==> src/rtl/uart_rx_fsm.sv <==
// uart_rx_fsm - receive-side controller of the UART RX path.
// Oversamples RX_IN, majority-votes each bit, frames start/data/parity/stop
// bits, deserializes data LSB-first and drives an external parity checker.
// Optional build macro: UART_RX_ERR_CNT_EN adds the saturating err_cnt output.
module uart_rx_fsm #(
   parameter int DATA_WIDTH = 8,
   parameter int PRESCALE_W = 6
) (
   input  logic                  clk,
   input  logic                  rst,
   input  logic                  RX_IN,
   input  logic [PRESCALE_W-1:0] prescale,
   input  logic                  PAR_EN,
   input  logic                  par_err,
   output logic                  sampled_bit,
   output logic                  parity_check_en,
   output logic [DATA_WIDTH-1:0] P_data,
   output logic                  data_valid,
   output logic                  par_err_o,
   output logic                  stop_err,
   output logic                  strt_glitch
`ifdef UART_RX_ERR_CNT_EN
   ,
   output logic [7:0]            err_cnt
`endif
);

   localparam int BCNT_W = $clog2(DATA_WIDTH + 1);

   typedef enum logic [2:0] {
      IDLE   = 3'd0,
      START  = 3'd1,
      DATA   = 3'd2,
      PARITY = 3'd3,
      STOP   = 3'd4
   } state_t;

   state_t                state_r, state_nxt_s;
   logic [PRESCALE_W-1:0] ps_r, ps_sel_s, half_s, edge_cnt_r;
   logic                  par_en_r;
   logic [BCNT_W-1:0]     bit_cnt_r;
   logic [DATA_WIDTH-1:0] shift_r, pdata_r;
   logic                  perr_r;
   logic                  smp_lo_r, smp_mid_r, sampled_bit_r;
   logic                  pce_r;
   logic                  data_valid_r, par_err_o_r, stop_err_r, strt_glitch_r;
   logic                  eval_s, last_bit_s;
   logic                  valid_nxt_s, perr_o_nxt_s, stop_err_nxt_s, glitch_nxt_s;

   // 2-of-3 majority used to vote the three mid-bit samples
   function automatic logic maj3(input logic a, input logic b, input logic c);
      return (a & b) | (a & c) | (b & c);
   endfunction

   assign half_s     = {1'b0, ps_r[PRESCALE_W-1:1]};
   assign eval_s     = (edge_cnt_r == (ps_r - PRESCALE_W'(1)));
   assign last_bit_s = (bit_cnt_r == BCNT_W'(DATA_WIDTH - 1));

   // Legalise the requested oversampling ratio; anything unsupported runs at 8
   always_comb begin
      ps_sel_s = PRESCALE_W'(8);
      if ((prescale == PRESCALE_W'(16)) || (prescale == PRESCALE_W'(32))) begin
         ps_sel_s = prescale;
      end else begin
         ps_sel_s = PRESCALE_W'(8);
      end
   end

   // FSM state register
   always_ff @(posedge clk) begin
      if (!rst) begin
         state_r <= IDLE;
      end else begin
         state_r <= state_nxt_s;
      end
   end

   // FSM next-state and end-of-frame pulse decisions
   always_comb begin
      state_nxt_s    = state_r;
      valid_nxt_s    = 1'b0;
      perr_o_nxt_s   = 1'b0;
      stop_err_nxt_s = 1'b0;
      glitch_nxt_s   = 1'b0;
      case (state_r)
         IDLE: begin
            if (!RX_IN) begin
               state_nxt_s = START;
            end else begin
               state_nxt_s = IDLE;
            end
         end
         START: begin
            if (eval_s) begin
               if (sampled_bit_r) begin
                  glitch_nxt_s = 1'b1;
                  state_nxt_s  = IDLE;
               end else begin
                  state_nxt_s  = DATA;
               end
            end else begin
               state_nxt_s = START;
            end
         end
         DATA: begin
            if (eval_s && last_bit_s) begin
               if (par_en_r) begin
                  state_nxt_s = PARITY;
               end else begin
                  state_nxt_s = STOP;
               end
            end else begin
               state_nxt_s = DATA;
            end
         end
         PARITY: begin
            if (eval_s) begin
               state_nxt_s = STOP;
            end else begin
               state_nxt_s = PARITY;
            end
         end
         STOP: begin
            if (eval_s) begin
               state_nxt_s = IDLE;
               if (!sampled_bit_r) begin
                  stop_err_nxt_s = 1'b1;
               end else if (perr_r) begin
                  perr_o_nxt_s = 1'b1;
               end else begin
                  valid_nxt_s = 1'b1;
               end
            end else begin
               state_nxt_s = STOP;
            end
         end
         default: begin
            state_nxt_s = IDLE;
         end
      endcase
   end

   // Latch frame configuration at start detection; ignore later changes
   always_ff @(posedge clk) begin
      if (!rst) begin
         ps_r     <= PRESCALE_W'(8);
         par_en_r <= 1'b0;
      end else if ((state_r == IDLE) && !RX_IN) begin
         ps_r     <= ps_sel_s;
         par_en_r <= PAR_EN;
      end
   end

   // Oversampling edge counter, 0..ps-1 within each bit
   always_ff @(posedge clk) begin
      if (!rst) begin
         edge_cnt_r <= {PRESCALE_W{1'b0}};
      end else if ((state_r == IDLE) || eval_s) begin
         edge_cnt_r <= {PRESCALE_W{1'b0}};
      end else begin
         edge_cnt_r <= edge_cnt_r + PRESCALE_W'(1);
      end
   end

   // Capture three mid-bit samples; the vote becomes visible at edge ps/2+2
   always_ff @(posedge clk) begin
      if (!rst) begin
         smp_lo_r      <= 1'b0;
         smp_mid_r     <= 1'b0;
         sampled_bit_r <= 1'b0;
      end else if (state_r != IDLE) begin
         if (edge_cnt_r == (half_s - PRESCALE_W'(1))) begin
            smp_lo_r <= RX_IN;
         end
         if (edge_cnt_r == half_s) begin
            smp_mid_r <= RX_IN;
         end
         if (edge_cnt_r == (half_s + PRESCALE_W'(1))) begin
            sampled_bit_r <= maj3(smp_lo_r, smp_mid_r, RX_IN);
         end
      end
   end

   // Deserialise data bits LSB-first and count them
   always_ff @(posedge clk) begin
      if (!rst) begin
         bit_cnt_r <= {BCNT_W{1'b0}};
         shift_r   <= {DATA_WIDTH{1'b0}};
      end else begin
         case (state_r)
            START: begin
               bit_cnt_r <= {BCNT_W{1'b0}};
            end
            DATA: begin
               if (eval_s) begin
                  shift_r   <= {sampled_bit_r, shift_r[DATA_WIDTH-1:1]};
                  bit_cnt_r <= bit_cnt_r + BCNT_W'(1);
               end
            end
            default: begin
            end
         endcase
      end
   end

   // Hold the checker's verdict for this frame; forget it between frames
   always_ff @(posedge clk) begin
      if (!rst) begin
         perr_r <= 1'b0;
      end else if (state_r == IDLE) begin
         perr_r <= 1'b0;
      end else if ((state_r == PARITY) && eval_s) begin
         perr_r <= par_err;
      end
   end

   // One-cycle checker strobe at edge ps-2 of the parity bit
   always_ff @(posedge clk) begin
      if (!rst) begin
         pce_r <= 1'b0;
      end else begin
         pce_r <= (state_r == PARITY) && (edge_cnt_r == (ps_r - PRESCALE_W'(3)));
      end
   end

   // Registered result pulses and the held output word
   always_ff @(posedge clk) begin
      if (!rst) begin
         data_valid_r  <= 1'b0;
         par_err_o_r   <= 1'b0;
         stop_err_r    <= 1'b0;
         strt_glitch_r <= 1'b0;
         pdata_r       <= {DATA_WIDTH{1'b0}};
      end else begin
         data_valid_r  <= valid_nxt_s;
         par_err_o_r   <= perr_o_nxt_s;
         stop_err_r    <= stop_err_nxt_s;
         strt_glitch_r <= glitch_nxt_s;
         if (valid_nxt_s) begin
            pdata_r <= shift_r;
         end
      end
   end

`ifdef UART_RX_ERR_CNT_EN
   logic [7:0] err_cnt_r;

   // Saturating count of rejected frames and start glitches
   always_ff @(posedge clk) begin
      if (!rst) begin
         err_cnt_r <= 8'd0;
      end else if ((glitch_nxt_s || stop_err_nxt_s || perr_o_nxt_s) && (err_cnt_r != 8'd255)) begin
         err_cnt_r <= err_cnt_r + 8'd1;
      end
   end

   assign err_cnt = err_cnt_r;
`endif

   // The checker sees the shift register only during its strobe cycle
   assign P_data          = pce_r ? shift_r : pdata_r;
   assign sampled_bit     = sampled_bit_r;
   assign parity_check_en = pce_r;
   assign data_valid      = data_valid_r;
   assign par_err_o       = par_err_o_r;
   assign stop_err        = stop_err_r;
   assign strt_glitch     = strt_glitch_r;

endmodule

==> config.mk <==
export PLATFORM = sky130hd
export DESIGN_NAME = uart_rx_fsm
export DESIGN_NICKNAME = d
export VERILOG_FILES = /design/src/rtl/uart_rx_fsm.sv
export SDC_FILE = /design/constraint.sdc
export NUM_CORES = 1
export LEC_CHECK = 0
export BUFFER_PORTS_ARGS = -buffer_cell sky130_fd_sc_hd__buf_2
export CORE_ASPECT_RATIO = 0.75
export CORE_MARGIN = 2
export CORE_UTILIZATION = 35
export DETAILED_ROUTE_END_ITERATION = 7
export GPL_TIMING_DRIVEN = 1
export SYNTH_ARGS = -nofsm -noshare
export SYNTH_HDL_FRONTEND = slang
export SYNTH_SLANG_ARGS = --single-unit
==> constraint.sdc <==
create_clock -name clk -period 4.7 [get_ports clk]
set_input_delay 0.47 -clock clk [delete_from_list [all_inputs] [get_ports clk]]
set_output_delay 0.47 -clock clk [all_outputs]
set_load 0.02 [all_outputs]
==> run_results.csv, run 1 <==
group,metric,value,unit
status,status,"finished, final reports clean",
grt,grt_pass1_wl,8735,um
synthesis,synth_compound_area_frac,0.1145,
synthesis,ys.flop_type,"dfxtp_1",
grt,antenna_found_initial,0,
placed_design,dpl_cell_area,2668,um2
timing,rsz0062_at_grt,"false",
clock_network,cts_tree,"built",
flow_run,cap_violations,0,
synthesis,synth_fa_ha_area_frac,0.04400,
finish,fill_cells,687,
finish,final_area,2788,um2
pwr,power.total,0.7241,mW
clock_network,ctsHoldBuffers,0,
worst_setup_path,regToRegStartpoint,"ps_r[2]",
timing,setup_slack,1.957,ns
clock_network,htreeDepth,2,
worst_setup_path,cp_data_required_time,4.87,ns
hold_path,hold_path.class,"in -> reg",
synthesis,ys_async_sr_fraction,0,
worst_setup_path,crit_fanout,13,
synthesis,synthSimpleGateAreaFrac,0.2175,
drt,wl_per_cell,13.24,um
worst_setup_path,criticalPathCategory,"reg -> reg",
clock_network,cts_inserted_buffers,5,
worst_setup_path,reg2reg_depth,7,
floorplanning,ioPinCount,25,
timing,maxSlewHeadroom,0.5633,
finish,nets,321,
worst_setup_path,rrSetupSlack,1.96,ns
placed_design,io_buffers,24,
grt,track_usage,0.1402,
drt,vias,2005,
clock_network,cts_setup_buffers,0,
finish,n_antenna_cell,0,
drt,vias_per_cell,5.000,
drt,routed_wl,5308,um
timing,finalSetupViolations,0,
placed_design,hpwl,3894,um
synthesis,syn_inst,287,
grt,grt_overflow,0,
synthesis,synthMuxAreaShare,0.1200,
timing,final-hold-violation-count,0,
floorplanning,die_h,77.23,um
drt,ant_nets,0,
timing,fin_setup_tns,0,ns
timing,skew,0.008779,ns
timing,fmax,364.5,MHz
floorplanning,die_area,7849,um2
floorplanning,die_x,101.6,um
pwr,p_leak,1.179,nW
worst_setup_path,worstSetupEndpoint,"pdata_r[7]",
grt,grt_pass1_vias,1776,
clock_network,path_clk_slew,0.09,ns
timing,period_share,0.5837,
clock_network,ctsRootBufferMaster,"clkbuf_8",
drt,drt_pass1_iterations,4,
worst_setup_path,cp_slowest_cell,"or4_1",
timing,finalCriticalPeriod,2.743,ns
worst_setup_path,endpoint_kind,"flip-flop",
floorplanning,start_util,0.3646,
synthesis,ys_seq_area_frac,0.3600,
drt,drc,0,
synthesis,yosys_register_bits,45,
floorplanning,rows,26,
clock_network,cts_resized,0,
placed_design,pre_cts_ws,1.988,ns
clock_network,clock_latency,0.30,ns
worst_setup_path,r2r_end,"pdata_r[7]",
worst_setup_path,worstSetupStartpointType,"flip-flop",
worst_setup_path,cp_slowest_stage_delay,0.73,ns
placed_design,routabilityCongestion,0.8386,
pwr,power.density,259.8,nW/um2
worst_setup_path,critPathLaunch,"ps_r[2]",
synthesis,syn_area_per_cell,8.719,um2
worst_setup_path,crit_chain,"inv_1, ha_1, a21boi_0, xnor2_1, nand2_1, or4_1, mux2i_1",
pwr,vdd_drop_max,0.0001195,V
drt,drt_iter0_markers,114,
grt,grt_max_degree,39,
placed_design,dpl.cell_count,393,
clock_network,clockBufferDepth,2,
synthesis,synth_cell_types,48,
finish,final_util,0.4061,
synthesis,synth-xor-area-share,0.09650,
synthesis,synth_top_family_by_area,"simple AND/OR/NAND/NOR gates",
synthesis,synth.cell_area,2502,um2
clock_network,clock-sinks,45,
timing,holdWs,0.4222,ns
timing,worst_pin_slew,0.6550,ns
finish,area_growth,11.40,%
floorplanning,coreArea,6864,um2
synthesis,synth_edf_count,0,
finish,drive_gt1_frac,0.1419,
synthesis,syn_nets,306,
worst_setup_path,arrival,2.91,ns
timing,drv_slew,0,
finish,stdcell_count,401,
synthesis,yosysWarnings,0,
[cells by family after synthesis]
kind of cell | Yosys count
AO/OA/AOI/OAI | 40
adder cells (fa/ha/maj) | 9
AND/OR/NAND/NOR | 111
buffers and inverters | 27
flip-flops | 45
multiplexers | 29
XOR/XNOR | 26
[state kept, by name, summed over array words and instances (netlist names)]
name and flops:
bit_cnt_r 4, data_valid 1, parity_check_en 1, stop_err 1
smp_mid_r 1, par_err_o 1, smp_lo_r 1, perr_r 1
ps_r 6, shift_r 8, sampled_bit 1, strt_glitch 1
edge_cnt_r 6, state_r 3, pdata_r 8, par_en_r 1
[critical path: cells and delay by family, from the launching register on]
family          cells  cell delay [ns]
compound gates      1             0.34
xor+xnor            1             0.22
fa+ha+maj           1             0.21
buf+inv             1             0.18
flops               1             0.60
mux                 1             0.19
simple gates        2             0.87
[report_power, final]
part	internal, mW	switching (mW)	leakage [nW]
combinational	0.0112	0.0197	0.758
clock	0.173	0.133	0.0574
sequential	0.383	0.00391	0.363
[how the worst min path moves through the flow]
stage                     from    endpoint  slack [ns]  cells after the start
floorplan           pdata_r[0]  pdata_r[0]        0.44                      2
global placement    pdata_r[6]  pdata_r[6]        0.44                      2
detailed placement  pdata_r[1]  pdata_r[1]        0.46                      2
CTS                    par_err      perr_r        0.42                      3
global route           par_err      perr_r        0.43                      3
finish                 par_err      perr_r        0.42                      3
[cells in the final DEF, fill, tap and decap left out, types with 2 or more instances in the layout]
| master | synthesis | routed |
|---|---|---|
| mux2_2 | 8 | 8 |
| or4_1 | 4 | 4 |
| ha_1 | 8 | 8 |
| a32oi_1 | 2 | 2 |
| o22ai_1 | 2 | 2 |
| o21ai_0 | 7 | 7 |
| nand4_1 | 3 | 3 |
| a21oi_1 | 7 | 7 |
| o311ai_0 | 2 | 2 |
| mux2i_1 | 21 | 21 |
| nor3_1 | 6 | 6 |
| a21o_1 | 3 | 3 |
| clkbuf_8 | 0 | 6 |
| buf_2 | 5 | 24 |
| inv_1 | 11 | 11 |
| nor3b_1 | 2 | 2 |
| and3_1 | 8 | 8 |
| a31oi_1 | 2 | 2 |
| a21boi_0 | 3 | 3 |
| nand2_1 | 36 | 36 |
| dfxtp_1 | 45 | 45 |
| nor2b_1 | 7 | 7 |
| xnor2_1 | 15 | 15 |
| nand3_1 | 17 | 17 |
| nor2_1 | 18 | 18 |
| nand2b_1 | 5 | 5 |
| xor2_1 | 10 | 10 |
[synth_stat cells, types with 3 or more instances]
master	count	area (um2)
nand2b_1	5	31.28
clkbuf_1	9	33.78
nand3_1	17	85.08
xnor2_1	15	131.4
a21boi_0	3	22.52
nand4_1	3	18.77
a21oi_1	7	35.03
dfxtp_1	45	900.9
buf_2	5	25.02
inv_1	11	41.29
or4_1	4	30.03
o21ai_0	7	35.03
mux2_2	8	90.09
ha_1	8	100.1
nor2b_1	7	43.79
nand2_1	36	135.1
nor3_1	6	30.03
a21o_1	3	22.52
and3_1	8	50.05
nor2_1	18	67.56
xor2_1	10	87.58
mux2i_1	21	210.2
[layer usage]
| metal | GRT usage | wire length, um | up-vias |
|---|---|---|---|
| li1 | - | - | 1029 |
| met1 | 0.2111 | 2778 | 926 |
| met2 | 0.2013 | 2179 | 48 |
| met3 | 0.03099 | 315 | 2 |
| met4 | 0.03243 | 36 | 0 |
| met5 | 0 | 0 | - |
[final cells by class]
| class | count | area, um2 | share of cell area |
|---|---|---|---|
| well taps | 98 | 122.6 | 0.04399 |
| clock buffers | 6 | 82.58 | 0.02962 |
| flip-flops and latches | 45 | 900.9 | 0.3232 |
| inverters | 11 | 41.29 | 0.01481 |
| repair buffers | 24 | 120.1 | 0.04309 |
| multi-input cells | 215 | 1483 | 0.5319 |
| clock inverters | 2 | 37.54 | 0.01347 |
Power figures use the tool's default switching activity.
==> run 2, diff against run 1 <==
clock period = 2.4 ns   (was 4.7 ns; I/O delays follow)
==> run 2 against run 1 <==
Effect of this change: count of clock-buffer cells in the layout is 1 lower; global-route usage is 0.98 points higher; via count is 3.9% higher; non-clock buffer count is 15 higher; critical path type unchanged; critical endpoint is now pdata_r[1].
==> run_results.csv, run 2 (synthesis results as in run 1) <==
group,metric,value,unit
status,status,"finished, final reports clean",
placed_design,routabilityCongestion,0.9031,
placed_design,dpl.cell_count,408,
floorplanning,coreArea,6864,um2
finish,regArea,900.9,um2
pwr,p_leak,1.251,nW
clock_network,clock_latency,0.30,ns
worst_setup_path,endpoint_kind,"flip-flop",
hold_path,hold_path.class,"in -> reg",
grt,antenna_found_initial,0,
drt,routed_wl,5591,um
placed_design,dpl_cell_area,2780,um2
timing,finalSetupViolations,0,
timing,holdWs,0.1890,ns
clock_network,cts_setup_buffers,0,
timing,drv_slew,0,
floorplanning,die_x,101.6,um
grt,grt_util_met2,0.2033,
timing,fmax,448.5,MHz
placed_design,io_buffers,24,
timing,fin_setup_tns,0,ns
floorplanning,die_h,77.23,um
clock_network,clockBufferDepth,2,
finish,final_common_cell,"dfxtp_1",
clock_network,path_clk_slew,0.08,ns
flow_run,cap_violations,0,
finish,stdcell_count,415,
drt,vias,2084,
floorplanning,start_util,0.3646,
worst_setup_path,criticalPathCategory,"reg -> reg",
worst_setup_path,arrival,2.42,ns
placed_design,hpwl,4272,um
clock_network,ctsRootBufferMaster,"clkbuf_8",
finish,drive_gt1_frac,0.1798,
floorplanning,ioPinCount,25,
pwr,power.total,1.378,mW
timing,rsz0062_at_grt,"false",
timing,final-hold-violation-count,0,
finish,reg.largest.list,"pdata_r: 8 flops, shift_r: 8 flops",
floorplanning,die_area,7849,um2
drt,drt_iter0_markers,150,
worst_setup_path,worstSetupStartpointType,"flip-flop",
clock_network,htreeDepth,2,
timing,maxSlewHeadroom,0.6678,
grt,grt_use_met3,0.03008,
finish,final_cell_mix,"dfxtp_1 (45), nand2_1 (36), buf_2 (24), mux2i_1 (21), nor2_1 (18)",
timing,finalCriticalPeriod,2.230,ns
drt,drc,0,
floorplanning,rows,26,
pwr,vdd_drop_max,0.0002720,V
finish,area_growth,15.25,%
grt,met1_usage,0.2294,
finish,fill_cells,685,
drt,vias_per_cell,5.022,
timing,worst_pin_slew,0.4972,ns
drt,ant_nets,0,
grt,grt_max_degree,21,
pwr,power.density,477.8,nW/um2
grt,grt_overflow,0,
finish,nets,336,
grt,grt_pass1_vias,1940,
drt,wl_per_cell,13.47,um
grt,track_usage,0.1500,
clock_network,clock-sinks,45,
finish,final_util,0.4202,
finish,n_antenna_cell,0,
placed_design,pre_cts_ws,0.1472,ns
drt,drt_pass1_iterations,4,
grt,grt.busiest_layer,"met1",
clock_network,cts_tree,"built",
clock_network,cts_inserted_buffers,5,
grt,grt_pass1_wl,9342,um
finish,final_area,2884,um2
worst_setup_path,cp_data_required_time,2.59,ns
finish,multi_input_area,1483,um2
timing,setup_slack,0.1704,ns
worst_setup_path,crit_fanout,8,
timing,skew,0.003910,ns
timing,period_share,0.9290,
run 2: changes by cell type in the layout (fill, tap and decap cells not counted), sizes merged:
cell	change
clkbuf	-1
clkinvlp	-1
buf	+15
clkinv	+1
run 2: routing by layer:
metal / share of wire / wire length (um)
met1: 0.52 / 2912
met2: 0.40 / 2252
met3: 0.059 / 329
met4: 0.017 / 96
met5: 0 / 0
run 2: final timing paths:
| check | slack [ns] | start | cells after the start | end |
|---|---|---|---|---|
| worst max-delay path | 0.17 | ps_r[0] | 8 | pdata_r[1] |
| worst max register to register | 0.17 | ps_r[0] | 8 | pdata_r[1] |
| worst min-delay path | 0.19 | PAR_EN | 3 | par_en_r |
| worst min register to register | 0.46 | pdata_r[7] | 2 | pdata_r[7] |
run 2: timing repair:
item	CTS	global route
hold buffers	0	0
gates resized for setup	0	1
endpoints found under the setup margin	0	8
run 2: critical path, cell delays in order, from the launching register on:
cell and delay, ns:
dfxtp_1 0.34, inv_1 0.05, ha_1 0.30, xnor2_1 0.16
a311oi_2 0.31, nand3_2 0.12, or4_1 0.51, buf_4 0.20
mux2i_1 0.13
run 2: where the power goes:
group	internal, mW	switching [mW]
sequential	0.750	0.00514
clock	0.303	0.255
combinational	0.0249	0.0408
total	1.08	0.301
run 2: final cells by class:
| type | instances | area share |
|---|---|---|
| clock buffer | 5 | 0.02386 |
| sequential | 45 | 0.3124 |
| tap | 98 | 0.04252 |
| multi-input combinational | 215 | 0.5141 |
| clock inverter | 2 | 0.01215 |
| inverter | 11 | 0.01432 |
| timing repair buffer | 39 | 0.08069 |
